==> config.mk <==
export PLATFORM = sky130hd
export DESIGN_NAME = mux8_rr_tx
export DESIGN_NICKNAME = d
export VERILOG_FILES = /design/src/rtl/mux8_rr_tx_pkg.sv /design/src/rtl/mux8_rr_tx_rr_arbiter8.sv /design/src/rtl/mux8_rr_tx.sv
export SDC_FILE = /design/constraint.sdc
export NUM_CORES = 1
export LEC_CHECK = 0
export BUFFER_PORTS_ARGS = -buffer_cell sky130_fd_sc_hd__buf_2
export CORE_MARGIN = 1.5
export CORE_UTILIZATION = 50
export CTS_CLUSTER_SIZE = 16
export DETAILED_ROUTE_END_ITERATION = 10
export HOLD_SLACK_MARGIN = 0.05
export PLACE_DENSITY = 0.84
export SYNTH_ARGS = -nofsm -noshare
export SYNTH_HDL_FRONTEND = slang
export SYNTH_SLANG_ARGS = --single-unit
==> constraint.sdc <==
create_clock -name clk -period 4.4 [get_ports clk]
set_input_delay 0.88 -clock clk [delete_from_list [all_inputs] [get_ports clk]]
set_output_delay 0.88 -clock clk [all_outputs]
set_load 0.01 [all_outputs]
==> src/rtl/mux8_rr_tx_pkg.sv <==
// Shared types and helpers for the 8:1 round-robin select/data transmitter.
package mux8_rr_tx_pkg;

  localparam int NCH   = 8;
  localparam int SEL_W = 3;

  typedef enum logic [0:0] {
    IDLE = 1'b0,
    SEND = 1'b1
  } state_t;

  // Round-robin pointer advance; the 3-bit add wraps 7 -> 0 naturally.
  function automatic logic [SEL_W-1:0] ptr_inc(input logic [SEL_W-1:0] p);
    return p + 3'd1;
  endfunction

  // Even parity over a zero-extended word.
  function automatic logic even_par(input logic [31:0] v);
    return ^v;
  endfunction

endpackage

==> src/rtl/mux8_rr_tx_rr_arbiter8.sv <==
// Combinational 8-way round-robin arbiter: first request at or after ptr, wrapping.
module rr_arbiter8
  import mux8_rr_tx_pkg::*;
(
  input  logic [NCH-1:0]   req,
  input  logic [SEL_W-1:0] ptr,
  output logic [NCH-1:0]   gnt_oh,
  output logic [SEL_W-1:0] gnt_idx,
  output logic             any
);

  // Scan from the farthest offset back to ptr so the nearest request wins.
  always_comb begin
    logic [SEL_W-1:0] idx_v;
    idx_v   = 3'd0;
    gnt_idx = 3'd0;
    any     = 1'b0;
    for (int i = NCH - 1; i >= 0; i--) begin
      idx_v = ptr + SEL_W'(i);
      if (req[idx_v]) begin
        gnt_idx = idx_v;
        any     = 1'b1;
      end else begin
        gnt_idx = gnt_idx;
        any     = any;
      end
    end
  end

  // One-hot form of the winning index.
  always_comb begin
    gnt_oh = 8'b0000_0000;
    if (any) begin
      gnt_oh[gnt_idx] = 1'b1;
    end else begin
      gnt_oh = 8'b0000_0000;
    end
  end

endmodule

==> src/rtl/mux8_rr_tx.sv <==
// Transmit side of the 1:8 select/data link: round-robin merge of 8 channels onto sel/a_out.
// Optional even-parity output a_par is enabled by defining MUX8_RR_TX_PARITY_EN.
module mux8_rr_tx
  import mux8_rr_tx_pkg::*;
#(
  parameter int DW    = 1,
  parameter int CNT_W = 16
) (
  input  logic               clk,
  input  logic               rst_n,
  input  logic               en,
  input  logic [NCH-1:0]     ch_valid,
  input  logic [NCH*DW-1:0]  ch_data,
  output logic [NCH-1:0]     ch_ready,
  output logic [SEL_W-1:0]   sel,
  output logic [DW-1:0]      a_out,
  output logic               a_valid,
  input  logic               a_ready,
  output logic [CNT_W-1:0]   sent_cnt
`ifdef MUX8_RR_TX_PARITY_EN
  ,
  output logic               a_par
`endif
);

  state_t           state_r;
  state_t           state_nxt_s;
  logic [SEL_W-1:0] ptr_r;
  logic [SEL_W-1:0] sel_r;
  logic [DW-1:0]    a_out_r;
  logic             a_valid_r;
  logic [CNT_W-1:0] sent_cnt_r;

  logic [NCH-1:0]   gnt_oh_s;
  logic [SEL_W-1:0] gnt_idx_s;
  logic             any_s;
  logic             load_ok_s;
  logic             grant_s;
  logic [DW-1:0]    gnt_data_s;

  rr_arbiter8 u_arb (
    .req     (ch_valid),
    .ptr     (ptr_r),
    .gnt_oh  (gnt_oh_s),
    .gnt_idx (gnt_idx_s),
    .any     (any_s)
  );

  assign gnt_data_s = ch_data[int'(gnt_idx_s) * DW +: DW];

  // Load permission, grant decision and next state.
  always_comb begin
    load_ok_s   = 1'b0;
    grant_s     = 1'b0;
    state_nxt_s = state_r;
    case (state_r)
      IDLE:    load_ok_s = 1'b1;
      SEND:    load_ok_s = a_ready;
      default: load_ok_s = 1'b0;
    endcase
    grant_s = load_ok_s & en & any_s;
    case (state_r)
      IDLE: begin
        if (grant_s) begin
          state_nxt_s = SEND;
        end else begin
          state_nxt_s = IDLE;
        end
      end
      SEND: begin
        if (a_ready && !grant_s) begin
          state_nxt_s = IDLE;
        end else begin
          state_nxt_s = SEND;
        end
      end
      default: state_nxt_s = IDLE;
    endcase
  end

  // Grant strobe; rst_n gating makes it fall the instant reset asserts.
  always_comb begin
    ch_ready = 8'b0000_0000;
    if (rst_n && grant_s) begin
      ch_ready = gnt_oh_s;
    end else begin
      ch_ready = 8'b0000_0000;
    end
  end

  // FSM state register.
  always_ff @(posedge clk or negedge rst_n) begin
    if (!rst_n) begin
      state_r <= IDLE;
    end else begin
      state_r <= state_nxt_s;
    end
  end

  // Output word stage and round-robin pointer; a_out is cleared when the word leaves.
  always_ff @(posedge clk or negedge rst_n) begin
    if (!rst_n) begin
      sel_r     <= 3'd0;
      a_out_r   <= '0;
      a_valid_r <= 1'b0;
      ptr_r     <= 3'd0;
    end else if (grant_s) begin
      sel_r     <= gnt_idx_s;
      a_out_r   <= gnt_data_s;
      a_valid_r <= 1'b1;
      ptr_r     <= ptr_inc(gnt_idx_s);
    end else if (a_valid_r && a_ready) begin
      a_out_r   <= '0;
      a_valid_r <= 1'b0;
    end
  end

  // Saturating count of completed output handshakes.
  always_ff @(posedge clk or negedge rst_n) begin
    if (!rst_n) begin
      sent_cnt_r <= '0;
    end else if (a_valid_r && a_ready && !(&sent_cnt_r)) begin
      sent_cnt_r <= sent_cnt_r + CNT_W'(1);
    end
  end

`ifdef MUX8_RR_TX_PARITY_EN
  logic a_par_r;

  // Parity travels with the data word and clears with it.
  always_ff @(posedge clk or negedge rst_n) begin
    if (!rst_n) begin
      a_par_r <= 1'b0;
    end else if (grant_s) begin
      a_par_r <= even_par(32'(gnt_data_s));
    end else if (a_valid_r && a_ready) begin
      a_par_r <= 1'b0;
    end
  end

  assign a_par = a_par_r;
`endif

  assign sel      = sel_r;
  assign a_out    = a_out_r;
  assign a_valid  = a_valid_r;
  assign sent_cnt = sent_cnt_r;

endmodule

==> metrics.md, run 1 <==
| Metric | Value |
|---|---|
| Maxcap violations | `0` |
| DRC | `0` |
| Die width | `a little under 70 um` |
| Post-synth ARST share | `100%` |
| Overall routed net length | `5.27 mm` |
| Htree depth | `1` |
| Fmax | `around 240 MHz` |
| Static leakage | `1.22 nW` |
| Yosys cell types | `just over 60` |
| Total grt overflow | `0` |
| Synth Flop Type | `dfrtp_1` |
| Non-Filler Instances | `approximately 340` |
| Die H | `just under 70 um` |
| Status | `complete, no violations` |
| First-pass DRT Iterations | `5` |
| Tcrit/Tclk final | `a little over nine tenths` |
| Top cells by count, synth | `nand2_1, dfrtp_1, nor2_1` |
| Worst EP arrival | `around 3.3 ns` |
| Layout cells sized above 1 | `about 30%` |
| Max Slew Vio Count | `0` |
| Nets | `between 300 and 400` |
| Synth area leaders | `dfrtp_1, mux2i_1, mux4_2, nand2_1, xnor2_1` |
| Largest net degree at the start of global routing | `30` |
| Final Hold Viols | `0` |
| Power share of the clock group | `~6.5%` |
| Global-route wire length before repair | `between 8 and 9 mm` |
| FF/Latch Area | `626 sq um` |
| Placed cells | `between 300 and 400` |
| Net Sw Frac | `between 40% and 50%` |
| Syn nets | `about 260` |
| Footprint of the multi-input gates | `around 1500 sq um` |
| Via Count | `2005` |
| Sw power | `just over 0.001 W` |
| Drt wl/cell | `approximately 16 um` |
| Crit Path Class | `reg2out` |
| Clock-pin transition on the worst setup and hold timing paths | `roughly 0.080 ns` |
| Clock root cell | `clkbuf_8` |
| Critical path required time | `about 3.5 ns` |
| Peak supply drop | `~0.53 mV` |
| Placeable core region | `4120 sq um` |
| CTS max path bufs | `2` |
| Filler instances | `between 300 and 400` |
| Post-DR vias/cell | `a little under 6` |
| RSZ-0062 raised after global routing | `false` |
| # setup viols final | `0` |
| Port Buffer Count | `48` |
| Period minus WS final | `roughly 4.1 ns` |
| Number of global-route vias before repair | `roughly 1900` |
| Ys Warns | `0` |
| Logic pwr share | `~78%` |
| Startpoint Class | `register` |
| TritonCTS clock tree | `yes` |
| Cell-internal power | `roughly 0.0011 W` |
| Clk sinks | `25` |
| Total die area | `roughly 4800 sq um` |
| Setup TNS | `0 ns` |
| Post-synth top area cell | `dfrtp_1` |
| Clock Skew | `0.0125 ns` |
| Initial Util | `53.6%` |
| Synth Register Bits | `25` |
| Diode count | `0` |
| Seq/Total Area, Yosys | `28.4%` |
| Finished Core Util | `62.5%` |
| PwrDens | `~820 nW/um^2` |
| CTS Buf Count | `3` |
| Initial antenna violation count | `0` |
| Area share of the leading cell type in the synthesized netlist | `between 20 and 30%` |
| Post-Syn Instances | `239` |
| Avg Cell Area, Syn | `approximately 9.2 sq um` |
| Sequential share of power | `between 10% and 20%` |
| Tightest Pin Transition | `0.566 ns` |
| Initial detailed-routing violation count | `around 160` |
| Detail Route Antenna Nets | `0` |
| Layout area overhead | `16.6%` |
| Number of synthesized flops with an enable pin | `0` |
| Most common cell in the netlist | `nand2_1` |
| Mapped Area | `approximately 2200 sq um` |
| Rows | `23` |
| Boundary pin count | `49` |
| Slew HR | `62.3%` |
| Overall Global Routing Usage | `a little over a fifth` |
| Worst Setup End Kind | `output port` |
| Placer Congestion | `around 0.9` |
| Crit path max fanout | `11` |
| Worst hold margin | `between 0.4 and 0.5 ns` |
| Dpl hpwl | `3.91 mm` |
| Clock Latency Late Sink | `about 0.27 ns` |
| Hold Path Class | `reg2reg` |
-- sequential cells by signal, summed over array words and instances (netlist names) --
register and flops:
sel 3, sent_cnt 16, ptr_r 3, a_valid 1
a_out 1, state_r 1
-- cells by family (layout without fill, tap and decap cells) --
logic type / after synthesis / count (layout) / share of synthesized area [%]
XOR/XNOR: 20 / 20 / 9.99
adder cells (fa/ha/maj): 3 / 3 / 1.70
AO/OA/AOI/OAI: 52 / 52 / 17.5
flip-flops: 25 / 25 / 28.4
multiplexers: 28 / 28 / 16.9
AND/OR/NAND/NOR: 91 / 91 / 20.7
buffers and inverters: 20 / 68 / 4.94
-- per-stage QoR --
step	worst slack (ns)	instance area (sq um)	total power (W)
2_1_floorplan	0.256	2200	0.00158
3_3_place_gp	0.357	2450	0.00180
3_5_place_dp	0.237	2450	0.00184
4_1_cts	0.0444	2500	0.00199
5_1_grt	0.0455	2570	0.00228
6_report	0.253	2570	0.00212
-- layout make-up --
class,instances,area share (%)
Clock inverter,1,0.292
Tap cell,50,2.43
Clock buffer,3,1.61
Timing Repair Buffer,56,11.8
Inverter,8,1.17
Multi-Input combinational cell,194,58.3
Sequential cell,25,24.3
-- layer usage --
metal	global-route usage, %	routed length (um)
met1	31.1	2390
met2	34.3	2570
met3	3.78	289
met5	0	0
met4	4.58	26
-- path summary, 6_finish.rpt --
path                            cells after the start         from            to  slack (ns)
worst max-delay path                               12     ptr_r[1]   ch_ready[3]        0.25
worst min-delay path                                1  sent_cnt[7]   sent_cnt[7]        0.49
worst max register to register                     12     ptr_r[1]         a_out        1.08
worst min register to register                      1  sent_cnt[7]   sent_cnt[7]        0.49
max in group asynchronous                           1        rst_n      ptr_r[2]        3.43
min in group asynchronous                           1        rst_n  sent_cnt[11]        0.59
-- worst max-delay path, cell delays in order (launching register included) --
cell and delay [ns]:
dfrtp_1 0.36, inv_1 0.14, ha_4 0.38, mux2_2 0.39, mux2_2 0.33, a22o_1 0.27
o21ai_0 0.14, nand2_1 0.08, a22oi_1 0.14, o22a_1 0.29, nand3_1 0.18, nor2_1 0.15
buf_2 0.14
-- repair_timing --
action | 4_1_cts | 5_1_grt
pin swaps | 0 | 1
gates cloned | 0 | 0
setup endpoints to repair | 6 | 8
setup buffers | 0 | 5
hold buffers | 0 | 0
gates resized for setup | 1 | 5
-- placed cells by master (no fill, tap or decap), types with 2 or more instances in the layout --
cell | synthesis | layout
buf_2 | 2 | 48
nand2_1 | 29 | 29
dfrtp_1 | 25 | 25
nor2_1 | 21 | 21
mux2i_1 | 14 | 14
nand3_1 | 13 | 13
xnor2_1 | 11 | 11
o21ai_0 | 9 | 9
inv_1 | 8 | 8
a21oi_1 | 8 | 8
buf_4 | 2 | 7
mux4_2 | 6 | 6
xor2_1 | 6 | 6
mux2_2 | 5 | 5
nor3_1 | 4 | 4
and4_1 | 4 | 4
nand2b_1 | 3 | 3
a22o_1 | 3 | 3
a31oi_1 | 3 | 3
a221o_1 | 3 | 3
a211o_1 | 3 | 3
clkbuf_8 | 0 | 3
a22oi_1 | 3 | 2
and2_1 | 2 | 2
a2bb2oi_1 | 2 | 2
nor2b_1 | 2 | 2
o21ai_1 | 2 | 2
and3_1 | 2 | 2
a21o_1 | 2 | 2
nand4_1 | 2 | 2
ha_4 | 0 | 2
-- power groups by stage --
| stage | Clock (W) | Combinational, W | Sequential (W) |
|---|---|---|---|
| CTS | 0.000139 | 0.00151 | 0.000337 |
| floorplan | 0 | 0.00123 | 0.000358 |
| global placement | 0 | 0.00146 | 0.000341 |
| global route | 0.000150 | 0.00178 | 0.000348 |
| finish | 0.000138 | 0.00164 | 0.000340 |
| detailed placement | 0 | 0.00150 | 0.000339 |
(Power assumes the default switching activity.)
==> run 2, diff against run 1 <==
--- a/config.mk
+++ b/config.mk
@@ -5,13 +5,14 @@
 export SDC_FILE = /design/constraint.sdc
 export NUM_CORES = 1
 export LEC_CHECK = 0
+export ABC_AREA = 1
 export BUFFER_PORTS_ARGS = -buffer_cell sky130_fd_sc_hd__buf_2
 export CORE_MARGIN = 1.5
-export CORE_UTILIZATION = 50
+export CORE_UTILIZATION = 53
 export CTS_CLUSTER_SIZE = 16
 export DETAILED_ROUTE_END_ITERATION = 10
 export HOLD_SLACK_MARGIN = 0.05
-export PLACE_DENSITY = 0.84
+export PLACE_DENSITY = 0.89
 export SYNTH_ARGS = -nofsm -noshare
 export SYNTH_HDL_FRONTEND = slang
 export SYNTH_SLANG_ARGS = --single-unit
==> run 2 against run 1 <==
- cell count up 8.9%
- critical path type unchanged
- largest power group unchanged
- design area decreased by 15%
- synthesized area decreased by 14%
- total power is 6.6% lower
- worst hold slack better by 0.011 ns
- setup slack gained 0.10 ns
- first-iteration DRC count shrank 16%
- non-clock buffer count decreased by 8
==> metrics.md, run 2 <==
| Metric | Value |
|---|---|
| Status | `complete, no violations (unchanged)` |
| Worst hold stages | `2 (was 1)` |
| Clk sinks | `25 (unchanged)` |
| CP top delay family | `simple AND/OR/NAND/NOR gates (was compound AO/OA/AOI/OAI gates)` |
| Placeable core region | `3390 sq um (was 4120 sq um)` |
| Area share of the leading cell type in the synthesized netlist | `32.9% (was 28.4%)` |
| Most frequent cells in the layout | `nand2_1, nand3_1, buf_2, dfrtp_1, nor2_1 (was buf_2, nand2_1, dfrtp_1, nor2_1, mux2i_1)` |
| Tightest Pin Transition | `0.556 ns (was 0.566 ns)` |
| CTS Buf Count | `3 (unchanged)` |
| Max reg flops | `16 (unchanged)` |
| CTS max path bufs | `2 (unchanged)` |
| Initial detailed-routing violation count | `131 (was 156)` |
| Slew HR | `63.0% (was 62.3%)` |
| Setup Fix Bufs, Post-CTS | `0 (unchanged)` |
| Placer Congestion | `0.947 (was 0.896)` |
| Clock Latency Late Sink | `0.30 ns (was 0.27 ns)` |
| Boundary pin count | `49 (unchanged)` |
| Layout cells sized above 1 | `25.9% (was 30.0%)` |
| Post-DR vias/cell | `5.32 (was 5.95)` |
| Static leakage | `1.24 nW (was 1.22 nW)` |
| Fmax | `247 MHz (was 241 MHz)` |
| Global-route wire length before repair | `7.84 mm (was 8.74 mm)` |
| Port Buffer Count | `48 (unchanged)` |
| Finished Core Util | `64.6% (was 62.5%)` |
| Detail Route Antenna Nets | `0 (unchanged)` |
| Most common cell in the netlist | `nand2_1 (unchanged)` |
| # setup viols final | `0 (unchanged)` |
| Avg Cell Area, Syn | `6.98 sq um (was 9.22 sq um)` |
| Post-synth ARST share | `100% (unchanged)` |
| TritonCTS clock tree | `yes (unchanged)` |
| Seq/Total Area, Yosys | `32.9% (was 28.4%)` |
| Via Count | `1952 (was 2005)` |
| Htree depth | `1 (unchanged)` |
| Largest net degree at the start of global routing | `28 (was 30)` |
| CP Depth | `17 (was 12)` |
| PwrDens | `903 nW/um^2 (was 824 nW/um^2)` |
| Total die area | `3960 sq um (was 4820 sq um)` |
| Initial antenna violation count | `0 (unchanged)` |
| Mapped Area | `1900 sq um (was 2200 sq um)` |
| Clock root cell | `clkbuf_4 (was clkbuf_8)` |
| Crit path cell chain | `inv_2, ha_1, inv_1, nand3_1, nand3_1, nand2_2, inv_1, nand3_1, nor3_1, nand4_1, nand2_2, nor2_4, inv_2, nor2_1, nand2_1, nor3_1, buf_2 (was inv_1, ha_4, mux2_2, mux2_2, a22o_1, o21ai_0, nand2_1, a22oi_1, o22a_1, nand3_1, nor2_1, buf_2)` |
| Footprint of the multi-input gates | `1140 sq um (was 1500 sq um)` |
| Peak supply drop | `0.461 mV (was 0.530 mV)` |
| Hold Path Class | `reg2reg (unchanged)` |
| Period minus WS final | `4.05 ns (was 4.15 ns)` |
| Worst EP arrival | `3.17 ns (was 3.27 ns)` |
| First-pass DRT Iterations | `5 (unchanged)` |
| Die width | `62.9 um (was 69.4 um)` |
| Overall routed net length | `4.27 mm (was 5.27 mm)` |
| Number of synthesized flops with an enable pin | `0 (unchanged)` |
| Critical path required time | `3.52 ns (about the same)` |
| Slowest stage delay, CP | `0.52 ns (was 0.39 ns)` |
| Ys Warns | `0 (unchanged)` |
| Dpl hpwl | `3.45 mm (was 3.91 mm)` |
| Overall Global Routing Usage | `23.8% (was 21.6%)` |
| Filler instances | `305 (was 330)` |
| RR Endpoint | `ptr_r[2] (was a_out)` |
| Hold_sp | `sel[2] (was sent_cnt[7])` |
| Clock Skew | `0.00116 ns (was 0.0125 ns)` |
| Synth Register Bits | `25 (unchanged)` |
| Initial Util | `56.2% (was 53.6%)` |
| Maxcap violations | `0 (unchanged)` |
| Layout area overhead | `15.0% (was 16.6%)` |
| Number of global-route vias before repair | `1824 (was 1883)` |
| Top cells by count, synth | `nand2_1, nand3_1, dfrtp_1 (was nand2_1, dfrtp_1, nor2_1)` |
| Most frequent CP cell | `nand3_1 (was mux2_2)` |
| Worst path bufs/invs | `5 (was 2)` |
| Crit Path Class | `reg2out (unchanged)` |
| Yosys cell types | `26 (was 62)` |
| Post-synth top area cell | `dfrtp_1 (unchanged)` |
| DRC | `0 (unchanged)` |
| Diode count | `0 (unchanged)` |
| Setup TNS | `0 ns (unchanged)` |
| Post-CTS Hold Buffers | `0 (unchanged)` |
| Crit path max fanout | `11 (unchanged)` |
| Worst Setup End Kind | `output port (unchanged)` |
| Synth Flop Type | `dfrtp_1 (unchanged)` |
| Crit path capture | `ch_ready[2] (was ch_ready[3])` |
| Most common cell after layout, fill and taps aside | `nand2_1 (was buf_2)` |
| FF/Latch Area | `627 sq um (was 626 sq um)` |
| Drt wl/cell | `11.6 um (was 15.6 um)` |
| R2r setup slk | `1.59 ns (was 1.08 ns)` |
| RSZ-0062 raised after global routing | `false (unchanged)` |
| Startpoint Class | `register (unchanged)` |
| Post-Syn Instances | `273 (was 239)` |
| Die H | `62.9 um (was 69.4 um)` |
| Critical path launch point | `ptr_r[1] (unchanged)` |
| Tcrit/Tclk final | `91.9% (was 94.2%)` |
| Rows | `21 (was 23)` |
| Slowest CP cell | `dfrtp_1 (was mux2_2)` |
| Final Hold Viols | `0 (unchanged)` |
| Clock-pin transition on the worst setup and hold timing paths | `0.12 ns (was 0.08 ns)` |
| Synth area leaders | `dfrtp_1, nand2_1, nand3_1, xor2_1, nor2_1 (was dfrtp_1, mux2i_1, mux4_2, nand2_1, xnor2_1)` |
| Syn nets | `296 (was 262)` |
| Reg2reg start | `ptr_r[1] (unchanged)` |
| Total grt overflow | `0 (unchanged)` |
| Max Slew Vio Count | `0 (unchanged)` |
| Nets | `345 (was 311)` |
| Worst R2R Path Depth | `19 (was 12)` |
run 2: cell types whose count changed after synthesis, moves of 9 or more:
cell / previous run / this run
inv_1: 8 / 17
inv_2: 0 / 9
mux2i_1: 14 / 0
nand2_1: 29 / 81
nand2_2: 1 / 11
nand3_1: 13 / 48
run 2: per-stage QoR:
step	instance area, sq um	instances	hold WS, ns	total power, W	setup slack [ns]
4_1_cts	2190	367	0.508	0.00197	0.269
3_5_place_dp	2160	363	0.478	0.00187	0.639
6_report	2190	367	0.506	0.00198	0.354
3_3_place_gp	2160	363	0.475	0.00185	0.630
5_1_grt	2190	367	0.549	0.00223	0.00773
2_1_floorplan	1900	273	0.491	0.00159	1.29
run 2: power by group:
| group | switching [W] | total (W) | internal (W) |
|---|---|---|---|
| sequential | 0.0000859 | 0.000381 | 0.000295 |
| combinational | 0.000998 | 0.00150 | 0.000504 |
| clock | 0.0000616 | 0.0000955 | 0.0000339 |
run 2: worst min path at each step:
stage	to	slack, ns
after detailed placement	sel[1]	0.48
after global routing	sent_cnt[14]	0.55
after floorplan	state_r	0.49
final	sel[2]	0.51
after global placement	sel[1]	0.47
after CTS	sel[1]	0.51
run 2: cells by family (layout without fill, tap and decap cells):
| kind of cell | count (synthesis) | count (layout) | share of synthesized area (%) |
|---|---|---|---|
| buf+inv | 30 | 78 | 7.29 |
| fa+ha+maj | 3 | 3 | 1.97 |
| mux | 1 | 1 | 0.591 |
| flops | 25 | 25 | 32.9 |
| compound gates | 15 | 15 | 4.73 |
| xor+xnor | 17 | 17 | 7.82 |
| simple gates | 182 | 182 | 44.7 |
run 2: final cells by class:
type,count,area share (%)
timing repair buffer,48,11.0
multi-input combinational,218,52.1
clock inverter,1,0.229
clock buffer,3,1.03
inverter,26,4.46
tap,46,2.63
sequential,25,28.6
run 2: what timing repair did:
action	in CTS	in global routing
setup endpoints to repair	0	8
gates resized for setup	0	1
hold endpoints to repair	0	0
run 2: tightest hold or removal path, stage by stage (launching register included):
cell	delay, ns
dfrtp_1	0.36
nand2_1	0.05
o21ai_0	0.06
run 2: routing by layer:
layer  wire [um]  GRT usage [%]  vias up
met2        2110           41.6       53
met3         178           1.98        2
met5           0              0        -
li1            -              -      988
met1        1950           31.1      909
met4          21           7.50        0
==> run 3, diff against run 2 <==
--- a/config.mk
+++ b/config.mk
@@ -5,14 +5,14 @@
 export SDC_FILE = /design/constraint.sdc
 export NUM_CORES = 1
 export LEC_CHECK = 0
-export ABC_AREA = 1
+export ABC_AREA = 0
 export BUFFER_PORTS_ARGS = -buffer_cell sky130_fd_sc_hd__buf_2
 export CORE_MARGIN = 1.5
-export CORE_UTILIZATION = 53
+export CORE_UTILIZATION = 50
 export CTS_CLUSTER_SIZE = 16
 export DETAILED_ROUTE_END_ITERATION = 10
 export HOLD_SLACK_MARGIN = 0.05
-export PLACE_DENSITY = 0.89
+export PLACE_DENSITY = 0.86
 export SYNTH_ARGS = -nofsm -noshare
 export SYNTH_HDL_FRONTEND = slang
 export SYNTH_SLANG_ARGS = --single-unit
==> constraint.sdc (replaced) <==
create_clock -name clk -period 3.6 [get_ports clk]
set_input_delay 0.72 -clock clk [delete_from_list [all_inputs] [get_ports clk]]
set_output_delay 0.72 -clock clk [all_outputs]
set_load 0.01 [all_outputs]
==> run 3 against run 2 <==
- the run now ends with negative setup slack left
- worst hold slack got worse by 0.021 ns
- global-route usage is 1.3 points higher
- register-to-register slack got worse by 1.2 ns
- clock power increased by 69%
- design area rose by 35%
- first-iteration DRC count is 47% higher
==> metrics.md, run 3 (synthesis gave the netlist of run 1 again) <==
| Metric | Value |
|---|---|
| Clock root cell | `clkbuf_8 (was clkbuf_4)` |
| Initial detailed-routing violation count | `193 (was 131)` |
| Startpoint Class | `register (unchanged)` |
| Clock Skew | `0.0104 ns (was 0.00116 ns)` |
| Hold Path Class | `reg2reg (unchanged)` |
| Drt wl/cell | `18.1 um (was 11.6 um)` |
| DRC | `0 (unchanged)` |
| Post-DR vias/cell | `6.27 (was 5.32)` |
| Largest net degree at the start of global routing | `29 (was 28)` |
| Critical path required time | `2.88 ns (was 3.52 ns)` |
| Total die area | `4820 sq um (was 3960 sq um)` |
| Clock Latency Late Sink | `0.27 ns (was 0.30 ns)` |
| Total grt overflow | `0 (unchanged)` |
| Detail Route Antenna Nets | `0 (unchanged)` |
| Die width | `69.4 um (was 62.9 um)` |
| Filler instances | `277 (was 305)` |
| Via Count | `2256 (was 1952)` |
| Max reg flops | `16 (unchanged)` |
| CTS Buf Count | `3 (unchanged)` |
| Layout cells sized above 1 | `46.1% (was 25.9%)` |
| Crit path cell chain | `inv_6, ha_4, buf_6, mux4_2, a22oi_2, nor2b_1, o21ai_1, nand2_1, a22oi_2, o22a_2, nand3b_1, nor2_2, buf_2 (was inv_2, ha_1, inv_1, nand3_1, nand3_1, nand2_2, inv_1, nand3_1, nor3_1, nand4_1, nand2_2, nor2_4, inv_2, nor2_1, nand2_1, nor3_1, buf_2)` |
| # setup viols final | `8 (was 0)` |
| Rows | `23 (was 21)` |
| Final Hold Viols | `0 (unchanged)` |
| Net Sw Frac | `47.5% (was 57.9%)` |
| Slowest stage delay, CP | `0.44 ns (was 0.52 ns)` |
| RSZ-0062 raised after global routing | `true (was false)` |
| Global-route wire length before repair | `9.98 mm (was 7.84 mm)` |
| Slowest CP cell | `dfrtp_2 (was dfrtp_1)` |
| Nets | `334 (was 345)` |
| Fmax | `265 MHz` |
| Violated checks | `negative setup slack` |
| Sw power | `0.00163 W (was 0.00115 W)` |
| PwrDens | `1160 nW/um^2 (was 903 nW/um^2)` |
| Placer Congestion | `0.896 (was 0.947)` |
| Worst EP arrival | `3.06 ns (was 3.17 ns)` |
| Overall routed net length | `6.53 mm (was 4.27 mm)` |
| Diode count | `0 (unchanged)` |
| Boundary pin count | `49 (unchanged)` |
| Logic pwr share | `82.9% (was 75.9%)` |
| Crit path max fanout | `8 (was 11)` |
| Overall Global Routing Usage | `25.1% (was 23.8%)` |
| Slew HR | `70.2% (was 63.0%)` |
| Initial Util | `53.6% (was 56.2%)` |
| Placed cell area | `2590 sq um (was 2160 sq um)` |
| Tcrit/Tclk final | `105%` |
| TritonCTS clock tree | `yes (unchanged)` |
| Worst Setup End Kind | `output port (unchanged)` |
| Most frequent cells in the layout | `buf_2, nand2_1, buf_4, dfrtp_1 (was nand2_1, nand3_1, buf_2, dfrtp_1, nor2_1)` |
| Layout area overhead | `34.1% (was 15.0%)` |
| Period minus WS final | `3.78 ns` |
| Tightest Pin Transition | `0.446 ns (was 0.556 ns)` |
| Most frequent CP cell | `a22oi_2 (was nand3_1)` |
| Sequential share of power | `12.5% (was 19.3%)` |
| Final worst slack | `-0.178 ns (was 0.354 ns)` |
| Number of global-route vias before repair | `2078 (was 1824)` |
| Status | `finished, violations left (was complete, no violations)` |
| Static leakage | `1.36 nW (was 1.24 nW)` |
| Port Buffer Count | `48 (unchanged)` |
| Clock-pin transition on the worst setup and hold timing paths | `0.09 ns (was 0.12 ns)` |
| Die H | `69.4 um (was 62.9 um)` |
| CTS max path bufs | `2 (unchanged)` |
| Peak supply drop | `0.816 mV (was 0.461 mV)` |
| Maxcap violations | `0 (unchanged)` |
| Post-CTS Hold Buffers | `0 (unchanged)` |
| Dpl hpwl | `4.05 mm (was 3.45 mm)` |
| Crit Path Class | `reg2out (unchanged)` |
| Initial antenna violation count | `0 (unchanged)` |
| Clk sinks | `25 (unchanged)` |
| Most common cell after layout, fill and taps aside | `buf_2 (was nand2_1)` |
| Setup TNS | `-1.18 ns (was 0 ns)` |
| Max Slew Vio Count | `0 (unchanged)` |
| Htree depth | `1 (unchanged)` |
| Power share of the clock group | `4.7% (was 4.8%)` |
| Placeable core region | `4120 sq um (was 3390 sq um)` |
| Cell-internal power | `0.00180 W (was 0.000833 W)` |
| Cell area after layout | `2960 sq um (was 2190 sq um)` |
| First-pass DRT Iterations | `7 (was 5)` |
[run 3: cell count changes in the layout (fill, tap and decap cells not counted), moves of 5 or more]
cell | before | now
buf_4 | 0 | 26
buf_6 | 0 | 5
inv_1 | 17 | 6
inv_2 | 9 | 1
mux2i_1 | 0 | 12
mux4_2 | 0 | 6
nand2_1 | 81 | 27
nand2_2 | 11 | 3
nand3_1 | 48 | 12
nor2_1 | 20 | 12
nor2_2 | 0 | 7
[run 3: final timing paths]
| path | startpoint | to | slack (ns) | depth (start not counted) |
|---|---|---|---|---|
| setup reg to reg | ptr_r[1] | a_out | 0.36 | 14 |
| min in group asynchronous | rst_n | ptr_r[0] | 0.51 | 2 |
| setup / recovery | ptr_r[0] | ch_ready[5] | -0.18 | 13 |
| hold reg to reg | sent_cnt[7] | sent_cnt[7] | 0.48 | 1 |
| hold / removal | sent_cnt[7] | sent_cnt[7] | 0.48 | 1 |
| max in group asynchronous | rst_n | ptr_r[0] | 2.84 | 2 |
[run 3: power by group through the flow]
stage	Clock [W]	Combinational [W]	Sequential, W
floorplan	0	0.00165	0.000438
global placement	0	0.00202	0.000427
detailed placement	0	0.00205	0.000428
CTS	0.000165	0.00250	0.000427
global route	0.000177	0.00301	0.000439
finish	0.000161	0.00285	0.000429
[run 3: critical path: cells and delay by family (launching register included)]
family	cells	cell delay [ns]
muxes	1	0.37
AOI/OAI and AO/OA	4	0.59
and+or+nand+nor	4	0.72
DFF	1	0.44
buffers and inverters	3	0.33
adders and majority gates	1	0.34
[run 3: per-layer routing]
metal	GRT usage, %	up-vias	share of wire, %
met5	0	-	0
met3	5.38	27	9.7
li1	-	1018	-
met4	5.45	0	3.1
met1	36.1	1063	41
met2	39.1	148	46
[run 3: repair_timing]
action                                  CTS  global route
endpoints found under the setup margin    8             8
buffers inserted                         17             5
cloned                                    0             0
resized for setup                        23            15
pin swaps                                18            12
[run 3: stage by stage]
step	power [W]	instances	hold WS (ns)	util [%]	worst slack [ns]
2_1_floorplan	0.00209	239	0.424	-	-0.00231
3_3_place_gp	0.00244	334	0.461	63.1	0.0844
3_5_place_dp	0.00248	334	0.462	63.1	0.0312
4_1_cts	0.00309	355	0.491	69.2	-0.106
5_1_grt	0.00362	360	0.524	71.8	-0.302
6_report	0.00344	360	0.484	71.8	-0.178
[run 3: cell type report]
type                       instances  area, sq um  area share (%)
multi-input combinational        194         1670            56.4
sequential                        25          627            21.2
timing repair buffer              79          517            17.5
tap                               50         62.6            2.12
clock buffer                       3         41.3            1.40
inverter                           8         35.0            1.19
clock inverter                     1         5.00           0.169
